File: config.mk
export PLATFORM = sky130hd
export DESIGN_NAME = edf_arbiter
export DESIGN_NICKNAME = d
export VERILOG_FILES = /design/src/rtl/edf_pkg.sv /design/src/rtl/edf_arbiter.sv
export SDC_FILE = /design/constraint.sdc
export NUM_CORES = 1
export LEC_CHECK = 0
export CORE_AREA = 10 10 253 255
export DETAILED_ROUTE_END_ITERATION = 8
export DIE_AREA = 0 0 263 265
export GPL_ROUTABILITY_DRIVEN = 1
export HOLD_SLACK_MARGIN = 0.12
export PLACE_DENSITY = 0.51
export SYNTH_ARGS = -nofsm -noshare
export SYNTH_HDL_FRONTEND = slang
export SYNTH_SLANG_ARGS = --single-unit
File: constraint.sdc
create_clock -name clk_i -period 8.1 [get_ports clk_i]
set_input_delay 1.62 -clock clk_i [delete_from_list [all_inputs] [get_ports clk_i]]
set_output_delay 1.62 -clock clk_i [all_outputs]
set_load 0.005 [all_outputs]
File: src/rtl/edf_pkg.sv
// edf_pkg: shared FSM state type, default timestamp width and EDF deadline compare
package edf_pkg;

    typedef enum logic [1:0] {IDLE, SCAN, OFFER, CLAIM} edf_state_e;

    localparam int TsWidthDefault = 64;

    // Unsigned strict-less: on equal deadlines the incumbent (lower index) keeps the slot
    function automatic logic edf_earlier(input logic [TsWidthDefault-1:0] a,
                                         input logic [TsWidthDefault-1:0] b);
        return a < b;
    endfunction

endpackage

File: src/rtl/edf_arbiter.sv
// edf_arbiter: sequential earliest-deadline-first selection over gateway cells, offered via valid/ready then claimed
//   clk_i/rst_i   clock, synchronous active-high reset
//   mtime_i       current machine time, used for the late flag
//   ip_i, dl_i    per-source pending flags and deadlines (source k at [k*TsWidth +: TsWidth])
//   irq_ready_i   core accepts the offer
//   irq_valid_o, irq_id_o, irq_dl_o, irq_late_o   offered winner (id/dl/late zero when not valid)
//   claim_o       one-hot claim pulse back to the winning gateway cell
module edf_arbiter
    import edf_pkg::*;
#(
    parameter int NSource = 8,
    parameter int TsWidth = TsWidthDefault
) (
    input  logic                         clk_i,
    input  logic                         rst_i,
    input  logic [TsWidth-1:0]           mtime_i,
    input  logic [NSource-1:0]           ip_i,
    input  logic [NSource*TsWidth-1:0]   dl_i,
    input  logic                         irq_ready_i,
    output logic                         irq_valid_o,
    output logic [$clog2(NSource)-1:0]   irq_id_o,
    output logic [TsWidth-1:0]           irq_dl_o,
    output logic                         irq_late_o,
    output logic [NSource-1:0]           claim_o
);

    localparam int IdWidth = $clog2(NSource);

    edf_state_e         state_q, state_d;
    logic [IdWidth-1:0] idx_q, idx_d;
    logic [IdWidth-1:0] best_id_q, best_id_d;
    logic [TsWidth-1:0] best_dl_q, best_dl_d;
    logic               best_vld_q, best_vld_d;
    logic               late_q, late_d;
    logic [TsWidth-1:0] cur_dl;
    logic               take;

    always_comb begin
        cur_dl     = dl_i[idx_q*TsWidth +: TsWidth];
        take       = ip_i[idx_q] && (!best_vld_q || edf_earlier(cur_dl, best_dl_q));
        state_d    = state_q;
        idx_d      = idx_q;
        best_id_d  = best_id_q;
        best_dl_d  = best_dl_q;
        best_vld_d = best_vld_q;
        late_d     = late_q;
        unique case (state_q)
            IDLE: begin
                if (|ip_i) begin
                    state_d    = SCAN;
                    idx_d      = '0;
                    best_vld_d = 1'b0;
                end
            end
            SCAN: begin
                if (take) begin
                    best_id_d  = idx_q;
                    best_dl_d  = cur_dl;
                    best_vld_d = 1'b1;
                end
                if (idx_q == IdWidth'(NSource - 1)) begin
                    // late uses the final winner, including the last source just examined
                    state_d = best_vld_d ? OFFER : IDLE;
                    late_d  = edf_earlier(best_dl_d, mtime_i);
                end else begin
                    idx_d = idx_q + 1'b1;
                end
            end
            OFFER: begin
                // handshake beats withdraw when both happen in the same cycle
                if (irq_ready_i) state_d = CLAIM;
                else if (!ip_i[best_id_q]) state_d = IDLE;
            end
            CLAIM: state_d = IDLE;
            default: state_d = IDLE;
        endcase
    end

    always_ff @(posedge clk_i) begin
        if (rst_i) begin
            state_q    <= IDLE;
            idx_q      <= '0;
            best_id_q  <= '0;
            best_dl_q  <= '0;
            best_vld_q <= 1'b0;
            late_q     <= 1'b0;
        end else begin
            state_q    <= state_d;
            idx_q      <= idx_d;
            best_id_q  <= best_id_d;
            best_dl_q  <= best_dl_d;
            best_vld_q <= best_vld_d;
            late_q     <= late_d;
        end
    end

    assign irq_valid_o = state_q == OFFER;
    assign irq_id_o    = irq_valid_o ? best_id_q : '0;
    assign irq_dl_o    = irq_valid_o ? best_dl_q : '0;
    assign irq_late_o  = irq_valid_o && late_q;
    assign claim_o     = (state_q == CLAIM) ? (NSource'(1) << best_id_q) : '0;

endmodule
# Yosys cells after proc, flatten, opt, wreduce, memory -nomap -nowiden
# Cells that the tools add are included.
dict set report classes {
  add_sub_neg 1
  n_mul 0
  n_div 0
  order_cmp 4
  eq_ne 8
  shift 2
  n_mux 22
  bitwise 0
  n_reduce_logical 12
}
# cell n
set ops {}
lappend ops {{$shiftx 512x10->64} 1}
lappend ops {{$mux 64} 3}
lappend ops {{$lt 64x64->1} 2}
lappend ops {{$mux 2} 5}
lappend ops {{$mux 3} 3}
lappend ops {{$lt 3x4->1 const B} 2}
lappend ops {{$mux 8} 1}
lappend ops {{$pmux 2 s4} 1}
lappend ops {{$reduce_or 8->1} 1}
lappend ops {{$shl 1x3->8 const A} 1}
lappend ops {{$bmux 1 s3} 2}
lappend ops {{$ne 2x2->1 const B} 3}
lappend ops {{$pmux 3 s2} 1}
lappend ops {{$reduce_and 2->1} 3}
lappend ops {{$reduce_and 3->1} 2}
lappend ops {{$mux 1} 5}
lappend ops {{$eq 2x2->1 const B} 2}
lappend ops {{$add 3x1->3 const B} 1}
lappend ops {{$eq 3x3->1 const B} 1}
lappend ops {{$ne 3x3->1 const B} 1}
lappend ops {{$eq 2x1->1 const B} 1}
lappend ops {{$logic_and 1x1->1} 2}
lappend ops {{$logic_not 2->1} 1}
lappend ops {{$pmux 1 s2} 1}
lappend ops {{other kinds (3)} 3}
dict set report word_totals {
  register_bits 74
  latchBits 0
  ram_bits 0
  mem_bits_ro 0
  output_inout_bits 77
  mem_count 0
}

# Logic depth before layout (Yosys ltp)
dict set report logic_depth {
  depth_word 9
  depth_mapped 24
  ltp_nobuf 18
}

# Worst setup path after synthesis
# OpenSTA, ideal clock, no wires.
dict set report synth_timing {
  kind {input-to-reg}
  startpoint {input port dl_i[509]}
  endpoint {register late_q}
  setup_ns 0.086
  arrival_ns 6.291
  t_required_ns 8.014
  path_slack_ns 1.723
  stages 19
  n_path_buf 2
  cell_sequence {mux4_2 -> mux2_2 -> ha_1 -> nand3_1 -> or4_1 -> or4_1 -> o22ai_1 -> or3_1 -> buf_6 -> buf_6 -> mux2_4 -> ha_1 -> a21o_1 -> a21o_1 -> a221o_1 -> a211oi_1 -> and3_1 -> o41ai_1 -> a211oi_1}
}
dict set report synth_via {
  elab_chain_cells 7
}
# item line
set synth_rtl {}
lappend synth_rtl {{from (decl)} edf_arbiter.sv:18} ;# input logic [NSource*TsWidth-1:0] dl_i,
lappend synth_rtl {{$shiftx 512x10->64 *} edf_arbiter.sv:39} ;# cur_dl = dl_i[idx_q*TsWidth +: TsWidth];
lappend synth_rtl {{$lt 64x64->1} edf_pkg.sv:11} ;# return a < b;
lappend synth_rtl {{$logic_or 1x1->1} edf_arbiter.sv:40} ;# take = ip_i[idx_q] && (!best_vld_q || edf_earlier(cur_dl, best_dl_q));
lappend synth_rtl {{$logic_and 1x1->1} edf_arbiter.sv:40}
lappend synth_rtl {{$mux 64 *} edf_arbiter.sv:56} ;# if (take) begin
lappend synth_rtl {{$mux 64 *} edf_arbiter.sv:47} ;# unique case (state_q)
lappend synth_rtl {{$lt 64x64->1 *} edf_pkg.sv:11}
lappend synth_rtl {{to (signal assigned)} edf_arbiter.sv:93} ;# late_q <= late_d;
lappend synth_rtl {{to (decl)} edf_arbiter.sv:34} ;# logic late_q, late_d;
# Every way passes the cells marked *; elsewhere a longest branch is shown, timed or not. The select of a mux whose other input is x is not followed.
# A chain may end at the register's enable or synchronous reset.

# Worst setup path in the final report
dict set report layout_timing {
  startpoint {input port dl_i[233]}
  endpoint {register late_q}
}
# The elaborated chain is that of the path after synthesis.

==> impl_metrics.toml <==
[clock_network]
ctsRootBufferMaster = "clkbuf_16"
cts_buffer_depth = 2
clock_latency_ns = 0.36
cts_setup_buffers = 0
cts_max_level = 3
cts_tree = "built"
cts_inserted_buffers = 9
cts.sink_count = 74
clk_pin_slew_ns = 0.06

[sta]
layout_min_cycle_time_ns = 7.673
hold_violations = 0
max_freq_mhz = 130.3
finalCritPeriodShare_pct = 94.73
skew_ns = 0.01100
rsz0062_at_grt = "false"
final-setup-viol-count = 0
slew-limit-headroom_pct = 34.64
final_max_slew_viol_count = 0
hold_slack_ns = 0.5313
tns_ns = 0
worst_slew_pin_slew_ns = 0.9804

[critical_path]
start_kind = "primary input"
arrival_ns = 7.94
worst_setup_path_end_kind = "flop"
cp_top_family = "compound AO/OA/AOI/OAI gates"
cp_cell_sequence = "clkdlybuf4s50_1, mux4_2, mux2_2, ha_1, nand4_1, nor4_1, nand4b_1, a31oi_2, or3_4, buf_4, mux2_4, ha_1, a21o_1, a21oi_1, o22ai_1, o21ai_0, a41o_1, o41ai_1, a211oi_1"
reg2reg_from = "idx_q[1]$_SDFFE_PP0P_"
cp_max_fo = 24
crit_slowest_cell = "o21ai_0"
slowest_delay_ns = 0.56
crit_required_ns = 8.37
cp_num_buf_inv = 2
rr_endpoint = "late_q$_SDFFE_PP0P_"
cpMostUsedCell = "ha_1"
reg2regPathDepth = 19
path_class = "in -> reg"
rrSetupSlack_ns = 0.79

[grt]
grt_overflow_total = 0
grt_max_degree = 69
grt_pass1_wl_mm = 89.05
grt_pass1_vias = 13260
antenna_found_initial = 5
grt_use_total_pct = 16.87

[synth]
synth-async-reset-ratio_pct = 0
syn_area_um2 = 11520
synth_largest_area_cell = "mux4_2"
ys_top_cells_by_area = "mux4_2 (26%), ha_1 (14%), dfxtp_1 (13%), mux2_4 (7.8%), mux2_2 (6.6%)"
synthAdderAreaFrac_pct = 13.90
yosysSeqAreaShare_pct = 12.86
ys_types = 50
ys.flop_type = "dfxtp_1"
yosys-top-cells-count = "nor3_1 (138), inv_1 (132), mux4_2 (132)"
syn-num-nets = 1927
yosysMostFrequentCell = "nor3_1"
yosysTopAreaCellShare_pct = 25.80
synth_warnings = 0
synth-compound-area-share_pct = 9.697
muxShareOfSynthArea_pct = 40.35
synthXorXnorAreaFrac_pct = 0
synthSimpleGateAreaFrac_pct = 15.27
postSynthCellCount = 1212
synth-edff-count = 0
synth_top_family_by_area = "multiplexers"
ys_seq_elements = 74
syn_area_per_cell_um2 = 9.507

[die]
pin_count = 664
dieArea_um2 = 69700
core_um2 = 58800
die_y_um = 265
start_util_pct = 19.60
fp-row-count = 89
die_w_um = 263

[cells_and_area]
drive_above_1_share_pct = 17.15
fin_nets = 2529
syn_to_final_growth_pct = 67.12
diodes = 0

[power]
p_leak_nw = 7.195
power.density_nw_per_um2 = 97.87
ir_drop_mv = 0.08804
finalPower_mw = 1.884

[detailed_routing]
wl_per_cell_um = 23.83
drt_iter0_drc = 645
postRouteAntennaNets = 0
drc = 0
first_pass_iters = 4
via_count = 12230
routed_wl_mm = 61.76
viasPerCell = 4.718

[run]
cap_violations = 0

[place]
hpwl_mm = 51.81
gp_congestion = 0.8579
port_buffers = 663

[hold_path]
min_path_type = "reg -> reg"
holdPathEnd = "best_vld_q$_SDFFE_PP0P_"
min_from = "best_vld_q$_SDFFE_PP0P_"
min_delay_path_depth = 2

[outcome]
status = "complete, no violations"
-- per-layer routing --
metal / share of wire [%] / vias to the layer above / global-route usage, %
met2: 51 / 438 / 30.28
met4: 1.4 / 8 / 3.262
li1: - / 5782 / -
met1: 41 / 5956 / 19.73
met3: 6.7 / 45 / 4.754
met5: 0.092 / - / 0
-- cell families (layout without fill, tap and decap cells) --
kind of cell	Yosys count	in the layout
buffers and inverters	226	833
adders and majority gates	128	128
and+or+nand+nor	331	331
AOI/OAI and AO/OA	192	192
muxes	261	261
DFF	74	74
-- per-stage QoR --
| stage | cell area, µm² | worst slack, ns | utilization (%) | std cells |
|---|---|---|---|---|
| 3_3_place_gp | 18960 | -0.1431 | 32.24 | 2576 |
| 4_1_cts | 19250 | 0.1404 | 32.74 | 2592 |
| 3_5_place_dp | 18960 | -0.2140 | 32.24 | 2576 |
| 5_1_grt | 19260 | 0.02288 | 32.75 | 2592 |
| 2_1_floorplan | 11520 | 1.723 | - | 1212 |
| 6_report | 19260 | 0.4272 | 32.75 | 2592 |
-- state kept, by name, summed over array words and instances (netlist names) --
name,flops
best_dl_q,64
best_id_q,3
state_q,2
late_q,1
best_vld_q,1
idx_q,3
-- power by group --
| group | switching, mW | internal, mW | leakage [nW] |
|---|---|---|---|
| sequential | 0.0485 | 0.395 | 0.611 |
| combinational | 0.412 | 0.608 | 6.44 |
| clock | 0.186 | 0.234 | 0.147 |
-- how the worst max path moves through the flow --
stage	start	to	slack, ns	cells past startpoint
detailed placement	dl_i[238]	late_q$_SDFFE_PP0P_	-0.21	19
CTS	dl_i[238]	late_q$_SDFFE_PP0P_	0.14	19
global placement	dl_i[233]	late_q$_SDFFE_PP0P_	-0.14	19
global route	dl_i[233]	late_q$_SDFFE_PP0P_	0.02	19
floorplan	dl_i[509]	late_q$_SDFFE_PP0P_	1.72	19
finish	dl_i[233]	late_q$_SDFFE_PP0P_	0.43	19
-- cell type report --
| class | instances | area [µm²] |
|---|---|---|
| Clock buffer | 12 | 267.8 |
| Clock inverter | 4 | 23.77 |
| Fill cell | 6106 | 39540 |
| Inverter | 132 | 495.5 |
| Multi-Input combinational cell | 912 | 9173 |
| Sequential cell | 74 | 1493 |
| Tap cell | 773 | 967.2 |
| Timing Repair Buffer | 685 | 6837 |
-- worst register-to-register path: stages (launching register included) --
cell and delay, ns:
dfxtp_4 0.84, buf_4 0.58, mux4_2 0.41, mux2_2 0.32, ha_1 0.30, nand2_1 0.09, nor4_1 0.59, nand4b_1 0.40
a31oi_2 0.51, or3_4 0.44, buf_4 0.51, mux2_4 0.38, ha_1 0.30, a21o_1 0.17, a21oi_1 0.14, o22ai_1 0.09
o21ai_0 0.56, a41o_1 0.27, o41ai_1 0.08, a211oi_1 0.23
-- timing repair --
action	in CTS	in global routing
resized for setup	0	1
setup endpoints to repair	0	1
hold buffers	0	0
-- layout by cell type (no fill, tap or decap), types with 17 or more instances in the layout --
master | netlist | final
buf_4 | 0 | 20
o21ai_0 | 28 | 28
and2_1 | 69 | 69
mux4_2 | 132 | 132
ha_1 | 128 | 128
a21oi_1 | 109 | 108
nor2_1 | 25 | 25
mux2_4 | 60 | 60
dfxtp_1 | 74 | 71
nor3_1 | 138 | 138
inv_1 | 132 | 132
mux2_2 | 68 | 68
nand4_1 | 17 | 17
nand2_1 | 36 | 36
clkdlybuf4s50_1 | 0 | 662
(Power assumes the default switching activity.)
